===== src/rtl/core_sequencer.sv =====
// Launch and shared-memory controller for the processor_a array: drives core status,
// round-robin arbitrates core data-memory writes onto one port, and tracks completion.
module core_sequencer #(
    parameter int NUM_CORES = 4,
    parameter int AW        = 16,
    parameter int DW        = 16
) (
    input  logic                   clock,
    input  logic                   reset_n,
    input  logic                   start,
    input  logic [NUM_CORES-1:0]    core_dm_en,
    input  logic [NUM_CORES*AW-1:0] core_ar_out,
    input  logic [NUM_CORES*DW-1:0] core_r2_out,
    input  logic [NUM_CORES-1:0]    core_end,
    output logic [2*NUM_CORES-1:0]  core_status,
    output logic                   mem_we,
    output logic [AW-1:0]          mem_addr,
    output logic [DW-1:0]          mem_wdata,
    output logic                   busy,
    output logic                   done,
    output logic [15:0]            run_cycles
);
    localparam int PW = (NUM_CORES > 1) ? $clog2(NUM_CORES) : 1;

    localparam logic [1:0] ST_HOLD  = 2'd0;
    localparam logic [1:0] ST_RUN   = 2'd1;
    localparam logic [1:0] ST_STALL = 2'd2;

    typedef enum logic [1:0] {
        S_IDLE = 2'd0,
        S_RUN  = 2'd1,
        S_DONE = 2'd2
    } state_t;

    state_t               state;
    logic [NUM_CORES-1:0] fin;
    logic [NUM_CORES-1:0] fin_nxt;
    logic [NUM_CORES-1:0] req;
    logic [NUM_CORES-1:0] grant;
    logic [PW-1:0]        rr_ptr;
    logic [PW-1:0]        grant_idx;
    logic [PW-1:0]        rr_next;
    logic                 grant_vld;

    function automatic logic [15:0] sat_inc16(input logic [15:0] v);
        return (v == 16'hFFFF) ? v : v + 16'd1;
    endfunction

    assign req     = core_dm_en & ~fin;
    assign fin_nxt = fin | core_end;

    // Round-robin scan starting at rr_ptr; first active requester wins.
    always_comb begin : arb
        int idx;
        idx       = 0;
        grant     = '0;
        grant_idx = '0;
        grant_vld = 1'b0;
        for (int j = 0; j < NUM_CORES; j++) begin
            idx = int'(rr_ptr) + j;
            if (idx >= NUM_CORES) idx = idx - NUM_CORES;
            if (!grant_vld && req[PW'(idx)]) begin
                grant[PW'(idx)] = 1'b1;
                grant_idx       = PW'(idx);
                grant_vld       = 1'b1;
            end
        end
    end

    assign rr_next = (grant_idx == PW'(NUM_CORES - 1)) ? '0 : grant_idx + 1'b1;

    // Losing requesters see stall in the same cycle so they keep their request stable.
    always_comb begin
        core_status = '0;
        if (state == S_RUN) begin
            for (int i = 0; i < NUM_CORES; i++) begin
                if (!fin[i]) begin
                    core_status[2*i +: 2] = (req[i] && !grant[i]) ? ST_STALL : ST_RUN;
                end else begin
                    core_status[2*i +: 2] = ST_HOLD;
                end
            end
        end
    end

    always_ff @(posedge clock or negedge reset_n) begin
        if (!reset_n) begin
            state      <= S_IDLE;
            busy       <= 1'b0;
            done       <= 1'b0;
            fin        <= '0;
            rr_ptr     <= '0;
            run_cycles <= '0;
            mem_we     <= 1'b0;
            mem_addr   <= '0;
            mem_wdata  <= '0;
        end else begin
            case (state)
                S_RUN: begin
                    run_cycles <= sat_inc16(run_cycles);
                    fin        <= fin_nxt;
                    mem_we     <= grant_vld;
                    if (grant_vld) begin
                        mem_addr  <= core_ar_out[grant_idx*AW +: AW];
                        mem_wdata <= core_r2_out[grant_idx*DW +: DW];
                        rr_ptr    <= rr_next;
                    end
                    // A core_end sampled on this edge counts toward completion.
                    if (&fin_nxt) begin
                        state <= S_DONE;
                        busy  <= 1'b0;
                        done  <= 1'b1;
                    end
                end
                default: begin
                    mem_we <= 1'b0;
                    if (start) begin
                        state      <= S_RUN;
                        busy       <= 1'b1;
                        done       <= 1'b0;
                        fin        <= '0;
                        rr_ptr     <= '0;
                        run_cycles <= '0;
                    end
                end
            endcase
        end
    end

endmodule


===== config.mk =====
export PLATFORM = sky130hd
export DESIGN_NAME = core_sequencer
export DESIGN_NICKNAME = d
export VERILOG_FILES = /design/src/rtl/core_sequencer.sv
export SDC_FILE = /design/constraint.sdc
export NUM_CORES = 1
export LEC_CHECK = 0
export ABC_AREA = 1
export BUFFER_PORTS_ARGS = -buffer_cell sky130_fd_sc_hd__buf_2
export CAP_MARGIN = 0
export CORE_UTILIZATION = 48
export CTS_CLUSTER_DIAMETER = 60
export DETAILED_ROUTE_END_ITERATION = 10
export PLACE_DENSITY = 0.91
export SYNTH_ARGS = -nofsm -noshare
export SYNTH_HDL_FRONTEND = slang
export SYNTH_SLANG_ARGS = --single-unit
export TNS_END_PERCENT = 5

===== constraint.sdc =====
create_clock -name clock -period 2.8 [get_ports clock]
set_input_delay 0.42 -clock clock [delete_from_list [all_inputs] [get_ports clock]]
set_output_delay 0.42 -clock clock [all_outputs]
set_load 0.03 [all_outputs]

==> key figures, run 1 <==
Status
  – Status: finished, final reports clean

Detailed routing
  – ANT nets after route: 0
  – DRC Markers: 0
  – Via Count: 5013
  – Post-DR vias/cell: a little over 5
  – TritonRoute pass-1 iters: 5
  – Final WL: 12120 um
  – WL per Instance: 12.17 um
  – Initial DRC Count: 232

Global route
  – Grt total ovfl: 0
  – GRT Overall Usage: 0.2581
  – Initial antenna violation count: 0
  – First-pass GRT wire length: 20110 um
  – Vias in the first global route: roughly 4400
  – Largest net degree at the start of global routing: 58

Critical path
  – CP max FO: 11
  – WS Path Type: reg -> out
  – Reg2Reg Depth: 16
  – Worst path max stage delay: 0.40 ns
  – Worst endpoint required time: ~2.4 ns
  – Slowest cell on the critical path: dfrtp_1
  – Most common cell on crit path: nor2_1
  – Critical Path Start Type: register
  – CP Data Arrival Time: 2.21 ns
  – Cell Chain, Critical Path: buf_4 > nand3_2 > nand3_4 > nand2_4 > nand3_1 > nor2_1 > nor3_1 > o21a_1 > inv_1 > nor2_1 > buf_2
  – CP Capture Type: primary output
  – R2r setup slk: 0.48 ns

Placement
  – DP HPWL: 9067 um
  – Count of buffers from port buffering: 197
  – Placed cells: 977
  – Routability cong.: around 0.85
  – Dpl ws: 0.3819 ns
  – DP Area: ~5400 um^2

Power
  – Leak: 3.404 nW
  – Maximum VDD drop: 1.002 mV
  – Power Density: 1554 nW/um^2

Floorplan
  – Initial core utilization: 0.4971
  – IO Count: 198
  – Core area: approximately 8800 um^2
  – Die area: 9461 um^2
  – Die Wd: 97.27 um
  – Die height: 97.27 um
  – FP Rows: 34

STA
  – Final hold violations: 0
  – Slew @ Worst Pin: 0.7133 ns
  – Pins Over Slew Limit: 0
  – Final Skew: approximately 0.011 ns
  – Final period util: 0.9377
  – Setup Viol. Count Final: 0
  – Fmax: 380.9 MHz
  – Slew Limit Headroom: 0.5245
  – Fin crit period: 2.626 ns
  – Setup WS post-layout: roughly 0.17 ns

Layout
  – Fin area: 5607 um^2
  – Register Area: 1426 um^2
  – Fin cells: about 1000
  – Synth-to-Final Area Change: 28.69%
  – Multi-input logic area: 2594 um^2
  – Fill cells: 846
  – Share of layout cells above drive strength 1: 0.2905
  – Core Util, Final: 0.6398
  – ANT cells: 0
  – Final nets: 1032

Run
  – Maximum capacitance violations: 0

Clock network
  – Clk sinks: 57
  – Clock Path Buffers: 2
  – Number of hold buffers added after CTS: 0
  – H-tree levels: 3
  – Clock Pin Slew Worst Setup and Hold Paths: 0.06 ns
  – CTS buffer count: 9
  – Root buf cell: clkbuf_8
  – CTS tree: yes
  – Clk Latency, worst-skew pair: 0.32 ns

Synth
  – Synthesized net count: ~840
  – Synthesis Warnings: 0
  – Mapped Avg Cell Area: 6.278 um^2
  – Synth Cell Area: 4357 um^2
  – Post-Synthesis Cells: 694
  – Post-synthesis cell type count: 36
  – Flops & latches, synth: 57
  – Seq/Total Area, Yosys: 0.3274

Worst hold path
  – Hold crit path type: in -> async
==> registers in the layout, summed over array words and instances, names as in the netlist <==
signal      flops
rr_ptr          2
done            1
mem_we          1
run_cycles     16
mem_wdata      16
mem_addr       16
state           1
fin             4
==> report_power, final <==
group	internal [W]	switching (W)
clock network	0.000452	0.000307
registers	0.00120	0.000220
logic	0.00205	0.00449
total	0.00370	0.00501
==> path summary, 6_finish.rpt <==
check	from	end
worst max-delay path	rr_ptr[0]$_DFFE_PN0P_	core_status[7]
min in group clock	start	fin[1]$_DFFE_PN0P_
worst min-delay path	reset_n	state[0]$_DFFE_PN0P_
worst min register to register	mem_addr[1]$_DFFE_PN0P_	mem_addr[1]$_DFFE_PN0P_
max in group asynchronous	reset_n	rr_ptr[0]$_DFFE_PN0P_
worst max register to register	rr_ptr[0]$_DFFE_PN0P_	mem_wdata[15]$_DFFE_PN0P_
==> critical path, delay by kind of cell, from the launching register on <==
family | cells | cell delay, ns
flip-flops | 1 | 0.40
buffers and inverters | 3 | 0.46
AND/OR/NAND/NOR | 7 | 0.86
AO/OA/AOI/OAI | 1 | 0.18
==> synthesized netlist by cell type (all sizes together) <==
cell type	instances	share of area
nor2	34	0.032
o21ai	10	0.012
a32o	1	0.0023
buf	30	0.049
nor3	11	0.013
xor2	5	0.010
o22ai	4	0.0057
o211ai	1	0.0017
nor3b	2	0.0034
a31oi	1	0.0014
nand2	381	0.34
or4	1	0.0017
a21oi	7	0.0089
clkbuf	5	0.0043
nand3	96	0.13
o21a	2	0.0034
nand4	2	0.0029
dfrtp	57	0.33
inv	32	0.029
ha	9	0.026
or2	1	0.0014
o31ai	1	0.0017
a22o	1	0.0020
==> layout make-up <==
| class | count | share of cell area |
|---|---|---|
| Clock inverter | 3 | 0.007141 |
| Clock buffer | 12 | 0.02767 |
| Sequential cell | 57 | 0.2544 |
| Inverter | 32 | 0.02276 |
| Multi-Input combinational cell | 570 | 0.4626 |
| Timing Repair Buffer | 214 | 0.2013 |
| Tap cell | 108 | 0.02410 |
==> routing by layer <==
metal | track usage | wire length [um] | vias up
li1 | - | - | 2572
met1 | 0.3309 | 5120 | 2231
met2 | 0.4388 | 6037 | 192
met3 | 0.04892 | 765 | 18
met4 | 0.08258 | 198 | 0
met5 | 0 | 0 | -
==> repair_timing <==
action,CTS,global route
endpoints found under the hold margin,0,0
setup endpoints to repair,0,6
gates resized for setup,0,6
setup buffers,0,4
==> layout by cell type (no fill, tap or decap), drive strengths merged <==
master  instances
inv            31
o21ai          10
a31oi           1
nor2           34
clkbuf         12
nor3b           2
o31ai           1
or2             1
o211ai          1
nand2         381
buf           214
a22o            1
o22ai           4
dfrtp          57
nor3           11
a32o            1
o21a            2
bufinv          1
ha              9
a21oi           7
nand3          96
xor2            5
or4             1
nand4           2
clkinv          3
==> logic make-up after synthesis <==
| group | after synthesis | share of synthesized area |
|---|---|---|
| and+or+nand+nor | 528 | 0.5152 |
| xor gates and xnor gates | 5 | 0.01005 |
| DFF | 57 | 0.3274 |
| AOI/OAI and AO/OA | 28 | 0.03963 |
| adders and majority gates | 9 | 0.02585 |
| buffers and inverters | 67 | 0.08185 |
==> through the flow <==
stage	hold slack (ns)	TNS, ns	power [W]
global route	0.2957	-0.02927	0.009705
floorplan	0.1244	0	0.006619
global placement	0.4571	0	0.007813
finish	0.2251	0	0.008715
CTS	0.2625	0	0.008691
detailed placement	0.4606	0	0.007915
Note: power is estimated with default switching activity, not from simulation.
==> inputs of run 2 (changes only) <==
--- a/config.mk
+++ b/config.mk
@@ -9,7 +9,7 @@
 export BUFFER_PORTS_ARGS = -buffer_cell sky130_fd_sc_hd__buf_2
 export CAP_MARGIN = 0
 export CORE_UTILIZATION = 48
-export CTS_CLUSTER_DIAMETER = 60
+export CTS_CLUSTER_DIAMETER = 40
 export DETAILED_ROUTE_END_ITERATION = 10
 export PLACE_DENSITY = 0.91
 export SYNTH_ARGS = -nofsm -noshare
==> constraint.sdc (replaced) <==
create_clock -name clock -period 2.5 [get_ports clock]
set_input_delay 0.375 -clock clock [delete_from_list [all_inputs] [get_ports clock]]
set_output_delay 0.375 -clock clock [all_outputs]
set_load 0.03 [all_outputs]
==> run 2 against run 1 <==
  * The flow now finishes with violations (setup timing)
  * Clock skew fell by 0.0058 ns
  * Cell area rose by 4.4%
  * Critical path depth did not move
  * Non-clock buffer count rose by 9
  * Combinational power rose by 24%
  * First-iteration DRC count rose by 17%
  * Global-route usage rose by 1.3 points
==> key figures, run 2 (synthesis gave the netlist of run 1 again) <==
Detailed routing
  – Via Count: 5239 (was 5013)
  – Initial DRC Count: 271 (was 232)
  – DRC Markers: 0 (unchanged)
  – ANT nets after route: 0 (unchanged)
  – Post-DR vias/cell: 5.208 (was 5.033)
  – Final WL: 13600 um (was 12120 um)
  – TritonRoute pass-1 iters: 6 (was 5)
  – WL per Instance: 13.52 um (was 12.17 um)

STA
  – Final Skew: 0.004857 ns (was 0.01063 ns)
  – Final period util: 1.021
  – Setup Viol. Count Final: 3 (was 0)
  – Fmax: approximately 390 MHz
  – Setup WS post-layout: -0.05204 ns (was 0.1744 ns)
  – Final TNS setup: -0.08909 ns (was 0 ns)
  – Pins Over Slew Limit: 0 (unchanged)
  – Slew Limit Headroom: 0.5085 (was 0.5245)
  – Final hold violations: 0 (unchanged)
  – RSZ-0062 raised after global routing: true
  – Slew @ Worst Pin: 0.7373 ns (was 0.7133 ns)
  – Fin crit period: 2.552 ns

Power
  – Power Density: 1786 nW/um^2 (was 1554 nW/um^2)
  – Overall power: 0.01045 W (was 0.008715 W)
  – Leak: 3.480 nW (was 3.404 nW)
  – Maximum VDD drop: 0.8735 mV (was 1.002 mV)

Clock network
  – Clock Path Buffers: 2 (unchanged)
  – Root buf cell: clkbuf_8 (unchanged)
  – Number of hold buffers added after CTS: 0 (unchanged)
  – Clock Pin Slew Worst Setup and Hold Paths: 0.06 ns (about the same)
  – H-tree levels: 3 (unchanged)
  – CTS tree: yes (unchanged)
  – Clk Latency, worst-skew pair: 0.32 ns (about the same)
  – CTS buffer count: 9 (unchanged)
  – Clk sinks: 57 (unchanged)

Placement
  – Count of buffers from port buffering: 197 (unchanged)
  – DP HPWL: 9333 um (was 9067 um)
  – Routability cong.: 0.9011 (was 0.8504)
  – Placed cells: 982 (was 977)

Layout
  – Most frequent cells in the layout: 365 x nand2_1, 190 x buf_2, 81 x nand3_1 (was 372 x nand2_1, 196 x buf_2, 89 x nand3_1)
  – Biggest regs: mem_addr x16, mem_wdata x16, run_cycles x16 (unchanged)
  – Share of layout cells above drive strength 1: 0.3285 (was 0.2905)
  – Most common cell after layout, fill and taps aside: nand2_1 (unchanged)
  – Synth-to-Final Area Change: 34.29% (was 28.69%)
  – ANT cells: 0 (unchanged)
  – Fill cells: 798 (was 846)
  – Final nets: 1041 (was 1032)
  – Fin cells: 1006 (was 996)

Global route
  – GRT Overall Usage: 0.2715 (was 0.2581)
  – Grt total ovfl: 0 (unchanged)
  – Initial antenna violation count: 0 (unchanged)
  – Vias in the first global route: 4549 (was 4419)
  – Largest net degree at the start of global routing: 67 (was 58)
  – First-pass GRT wire length: 20910 um (was 20110 um)

Floorplan
  – Die height: 97.27 um (unchanged)
  – Core area: 8763 um^2 (unchanged)
  – FP Rows: 34 (unchanged)
  – Initial core utilization: 0.4971 (unchanged)
  – Die Wd: 97.27 um (unchanged)
  – Die area: 9461 um^2 (unchanged)
  – IO Count: 198 (unchanged)

Worst hold path
  – Hold crit path type: in -> async (unchanged)

Critical path
  – CP max FO: 11 (unchanged)
  – WS Path Type: reg -> out (unchanged)
  – Worst path max stage delay: 0.43 ns (was 0.40 ns)
  – Cell Chain, Critical Path: buf_6 > nand3_1 > nand2_2 > buf_4 > nand3_2 > nor2_1 > nor3_2 > o21a_1 > inv_1 > nor2_1 > buf_4 (was buf_4 > nand3_2 > nand3_4 > nand2_4 > nand3_1 > nor2_1 > nor3_1 > o21a_1 > inv_1 > nor2_1 > buf_2)
  – CP Data Arrival Time: 2.18 ns (was 2.21 ns)
  – Slowest cell on the critical path: dfrtp_2 (was dfrtp_1)
  – Worst endpoint required time: 2.12 ns (was 2.38 ns)
  – CP Capture Type: primary output (unchanged)
  – Critical Path Start Type: register (unchanged)

Status
  – Failing checks: setup timing
  – Status: finished, violations left (was finished, final reports clean)

Run
  – Maximum capacitance violations: 0 (unchanged)
run 2: what timing repair did:
action                                  in CTS  in global routing
endpoints found under the setup margin       8                 40
resized for setup                           18                 32
pin swaps                                    8                 13
setup buffers                                5                  2
cloned                                       0                  1
run 2: worst paths after layout:
path	depth (start not counted)	end	from	slack, ns
min reg2reg	2	mem_wdata[7]$_DFFE_PN0P_	mem_wdata[7]$_DFFE_PN0P_	0.48
min in group clock	2	fin[1]$_DFFE_PN0P_	start	0.26
min	1	done$_DFFE_PN0P_	reset_n	0.11
max reg2reg	18	mem_addr[5]$_DFFE_PN0P_	rr_ptr[0]$_DFFE_PN0P_	0.16
max in group asynchronous	2	mem_addr[12]$_DFFE_PN0P_	reset_n	1.63
max	11	core_status[5]	rr_ptr[0]$_DFFE_PN0P_	-0.05
run 2: routing by layer:
| metal | share of wire | wire (um) | global-route usage |
|---|---|---|---|
| met1 | 0.40 | 5507 | 0.3431 |
| met2 | 0.50 | 6771 | 0.4534 |
| met3 | 0.070 | 949 | 0.05540 |
| met4 | 0.027 | 374 | 0.1109 |
| met5 | 0 | 0 | 0 |
run 2: power by group:
| part | leakage, nW | internal [W] | switching, W | total [W] |
|---|---|---|---|---|
| Combinational | 2.66 | 0.00269 | 0.00539 | 0.00808 |
| Sequential | 0.726 | 0.00135 | 0.000261 | 0.00161 |
| Clock | 0.0932 | 0.000409 | 0.000355 | 0.000764 |
| Total | 3.48 | 0.00444 | 0.00601 | 0.0105 |
run 2: worst max-delay path, delay by kind of cell, from the launching register on:
kind                   cells  cell delay [ns]
and+or+nand+nor            6             0.67
DFF                        1             0.43
AOI/OAI and AO/OA          1             0.20
buffers and inverters      4             0.54
run 2: stage by stage:
step | hold WS [ns] | instance area, um^2 | setup WS [ns] | util
2_1_floorplan | 0.07941 | 4362 | -0.1896 | -
3_3_place_gp | 0.4569 | 5431 | 0.1845 | 0.6198
3_5_place_dp | 0.4596 | 5431 | 0.09974 | 0.6198
4_1_cts | 0.1238 | 5707 | 0.003144 | 0.6512
5_1_grt | 0.1460 | 5851 | -0.1388 | 0.6676
6_report | 0.1090 | 5851 | -0.05204 | 0.6676
run 2: area by class of cell:
cell class                      instances  area [um^2]  share of cell area
Clock buffer                           13        158.9             0.02716
Clock inverter                          3        15.01            0.002566
Inverter                               32        132.6             0.02267
Multi-Input combinational cell        570         2713              0.4636
Sequential cell                        57         1428              0.2440
Tap cell                              108        135.1             0.02310
Timing Repair Buffer                  223         1269              0.2169
==> inputs of run 3 (changes only) <==
--- a/config.mk
+++ b/config.mk
@@ -8,7 +8,9 @@
 export ABC_AREA = 1
 export BUFFER_PORTS_ARGS = -buffer_cell sky130_fd_sc_hd__buf_2
 export CAP_MARGIN = 0
-export CORE_UTILIZATION = 48
+export CELL_PAD_IN_SITES_DETAIL_PLACEMENT = 2
+export CELL_PAD_IN_SITES_GLOBAL_PLACEMENT = 2
+export CORE_UTILIZATION = 24
 export CTS_CLUSTER_DIAMETER = 40
 export DETAILED_ROUTE_END_ITERATION = 10
 export PLACE_DENSITY = 0.91
==> run 3 against run 2 <==
  * The flow still finishes with violations (setup timing)
  * Die area up 98%
  * Cell area is 5.2% higher
  * Count of clock-buffer cells in the layout unchanged
  * Worst setup slack gained 0.00086 ns
  * Clock skew up 0.00082 ns
  * Largest power group unchanged
==> key figures, run 3 (synthesis gave the netlist of run 1 again) <==
Status
  – Status: finished, violations left (unchanged)
  – Failing checks: setup timing (unchanged)

Critical path
  – CP Capture Type: primary output (unchanged)
  – WS Path Type: reg -> out (unchanged)
  – CP max FO: 8 (was 11)
  – Reg2Reg Depth: 17 (was 18)
  – CP Data Arrival Time: 2.18 ns (about the same)
  – Critical Path Start Type: register (unchanged)
  – Worst endpoint required time: 2.12 ns (about the same)

Layout
  – Most frequent cells in the layout: 363 x nand2_1, 189 x buf_2, 78 x nand3_1 (was 365 x nand2_1, 190 x buf_2, 81 x nand3_1)
  – Share of layout cells above drive strength 1: 0.3337 (was 0.3285)
  – Synth-to-Final Area Change: 41.24% (was 34.29%)
  – Core Util, Final: 0.3509 (was 0.6676)
  – Fin area: 6153 um^2 (was 5851 um^2)
  – Fill cells: 2197 (was 798)
  – Biggest regs: mem_addr x16, mem_wdata x16, run_cycles x16 (unchanged)
  – Fin cells: 1123 (was 1006)
  – Most common cell after layout, fill and taps aside: nand2_1 (unchanged)
  – Final nets: 1039 (was 1041)

Detailed routing
  – ANT nets after route: 0 (unchanged)
  – Met3 WL: 988 um (was 949 um)
  – Metal1 wirelength: 7746 um (was 5507 um)
  – Final WL: 19150 um (was 13600 um)
  – WL per Instance: 17.05 um (was 13.52 um)
  – WL met2: 10030 um (was 6771 um)
  – Via Count: 5372 (was 5239)
  – TritonRoute pass-1 iters: 4 (was 6)
  – Max Used Layer: met5 (was met4)
  – DRC Markers: 0 (unchanged)
  – Initial DRC Count: 136 (was 271)
  – Post-DR vias/cell: 4.784 (was 5.208)

Clock network
  – Clock Pin Slew Worst Setup and Hold Paths: 0.05 ns (was 0.06 ns)
  – CTS buffer count: 9 (unchanged)
  – Clk Latency, worst-skew pair: 0.34 ns (was 0.32 ns)
  – Clock Path Buffers: 2 (unchanged)
  – Clk sinks: 57 (unchanged)
  – Root buf cell: clkbuf_16 (was clkbuf_8)
  – H-tree levels: 3 (unchanged)
  – CTS tree: yes (unchanged)

Floorplan
  – IO Count: 198 (unchanged)
  – Core area: 17540 um^2 (was 8763 um^2)
  – Die area: 18700 um^2 (was 9461 um^2)
  – Die height: 136.7 um (was 97.27 um)
  – Die Wd: 136.7 um (was 97.27 um)
  – FP Rows: 48 (was 34)
  – Initial core utilization: 0.2484 (was 0.4971)

Placement
  – Count of buffers from port buffering: 197 (unchanged)
  – Routability cong.: 0.8001 (was 0.9011)
  – DP Area: 5600 um^2 (was 5431 um^2)
  – Placed cells: 1096 (was 982)
  – Dpl ws: 0.05844 ns (was 0.09974 ns)
  – DP HPWL: 13690 um (was 9333 um)

STA
  – Pins Over Slew Limit: 0 (unchanged)
  – Slew @ Worst Pin: 0.6844 ns (was 0.7373 ns)
  – Fin crit period: 2.551 ns (was 2.552 ns)
  – Slew Limit Headroom: 0.5431 (was 0.5085)
  – Final hold violations: 0 (unchanged)
  – Final Skew: 0.005674 ns (was 0.004857 ns)
  – Setup Viol. Count Final: 3 (unchanged)
  – RSZ-0062 raised after global routing: true (unchanged)
  – Fmax: 392.0 MHz (was 391.8 MHz)
  – Setup WS post-layout: -0.05117 ns (was -0.05204 ns)
  – Final period util: 1.020 (was 1.021)

Power
  – Maximum VDD drop: 0.9692 mV (was 0.8735 mV)
  – Leak: 3.531 nW (was 3.480 nW)
  – Overall power: 0.01146 W (was 0.01045 W)
  – Power Density: 1862 nW/um^2 (was 1786 nW/um^2)

Worst hold path
  – Hold crit path type: in -> async (unchanged)

Run
  – Maximum capacitance violations: 0 (unchanged)

Global route
  – Largest net degree at the start of global routing: 65 (was 67)
  – First-pass GRT wire length: 30170 um (was 20910 um)
  – Vias in the first global route: 5853 (was 4549)
  – GRT Overall Usage: 0.2096 (was 0.2715)
  – Grt total ovfl: 0 (unchanged)
  – Initial antenna violation count: 3 (was 0)
-- run 3: worst paths after layout --
kind,startpoint,end,slack (ns)
min in group clock,start,fin[1]$_DFFE_PN0P_,0.25
min,reset_n,fin[3]$_DFFE_PN0P_,0.06
max in group asynchronous,reset_n,mem_wdata[0]$_DFFE_PN0P_,1.81
max reg2reg,rr_ptr[0]$_DFFE_PN0P_,mem_wdata[12]$_DFFE_PN0P_,0.08
max,rr_ptr[0]$_DFFE_PN0P_,core_status[1],-0.05
min reg2reg,mem_addr[9]$_DFFE_PN0P_,mem_addr[9]$_DFFE_PN0P_,0.48
-- run 3: critical path: stages (launching register included) --
cell and delay [ns]:
dfrtp_2 0.43, buf_6 0.15, nand3_1 0.15, nand2_2 0.09
nand2_1 0.09, nand2_2 0.07, nand2_2 0.09, inv_4 0.05
nand2_1 0.06, nand4_1 0.10, a21oi_2 0.15, nand2_1 0.10
nor2_1 0.12, buf_4 0.18
-- run 3: final cells by class --
cell class / instances / area [um^2] / share of cell area
diodes: 2 / 5.005 / 0.0008133
clock buffers: 13 / 250.2 / 0.04067
clock inverters: 3 / 40.04 / 0.006507
inverters: 32 / 135.1 / 0.02196
multi-input cells: 570 / 2736 / 0.4447
flip-flops and latches: 57 / 1428 / 0.2320
well taps: 225 / 281.5 / 0.04575
repair buffers: 221 / 1277 / 0.2076
-- run 3: power by group --
| part | total (W) | switching [W] | internal (W) | leakage (nW) |
|---|---|---|---|---|
| Clock | 0.00124 | 0.000440 | 0.000795 | 0.144 |
| Combinational | 0.00862 | 0.00588 | 0.00273 | 2.66 |
| Sequential | 0.00161 | 0.000263 | 0.00135 | 0.726 |
-- run 3: layer usage --
layer / global-route usage / vias up
met2: 0.3923 / 136
li1: - / 2579
met3: 0.04667 / 32
met4: 0.06728 / 4
met1: 0.2319 / 2621
met5: 0 / -
-- run 3: through the flow --
stage | hold WS [ns] | TNS, ns
after floorplan | 0.07941 | -0.2514
after global placement | 0.4382 | 0
after detailed placement | 0.4429 | 0
after CTS | 0.08088 | -0.1117
after global routing | 0.1072 | -1.493
final | 0.06462 | -0.08842
-- run 3: what timing repair did --
action,4_1_cts,5_1_grt
setup endpoints to repair,8,43
setup buffers,5,4
endpoints found under the hold margin,0,0
hold buffers,0,0
gates resized for setup,25,33
pin swaps,4,14
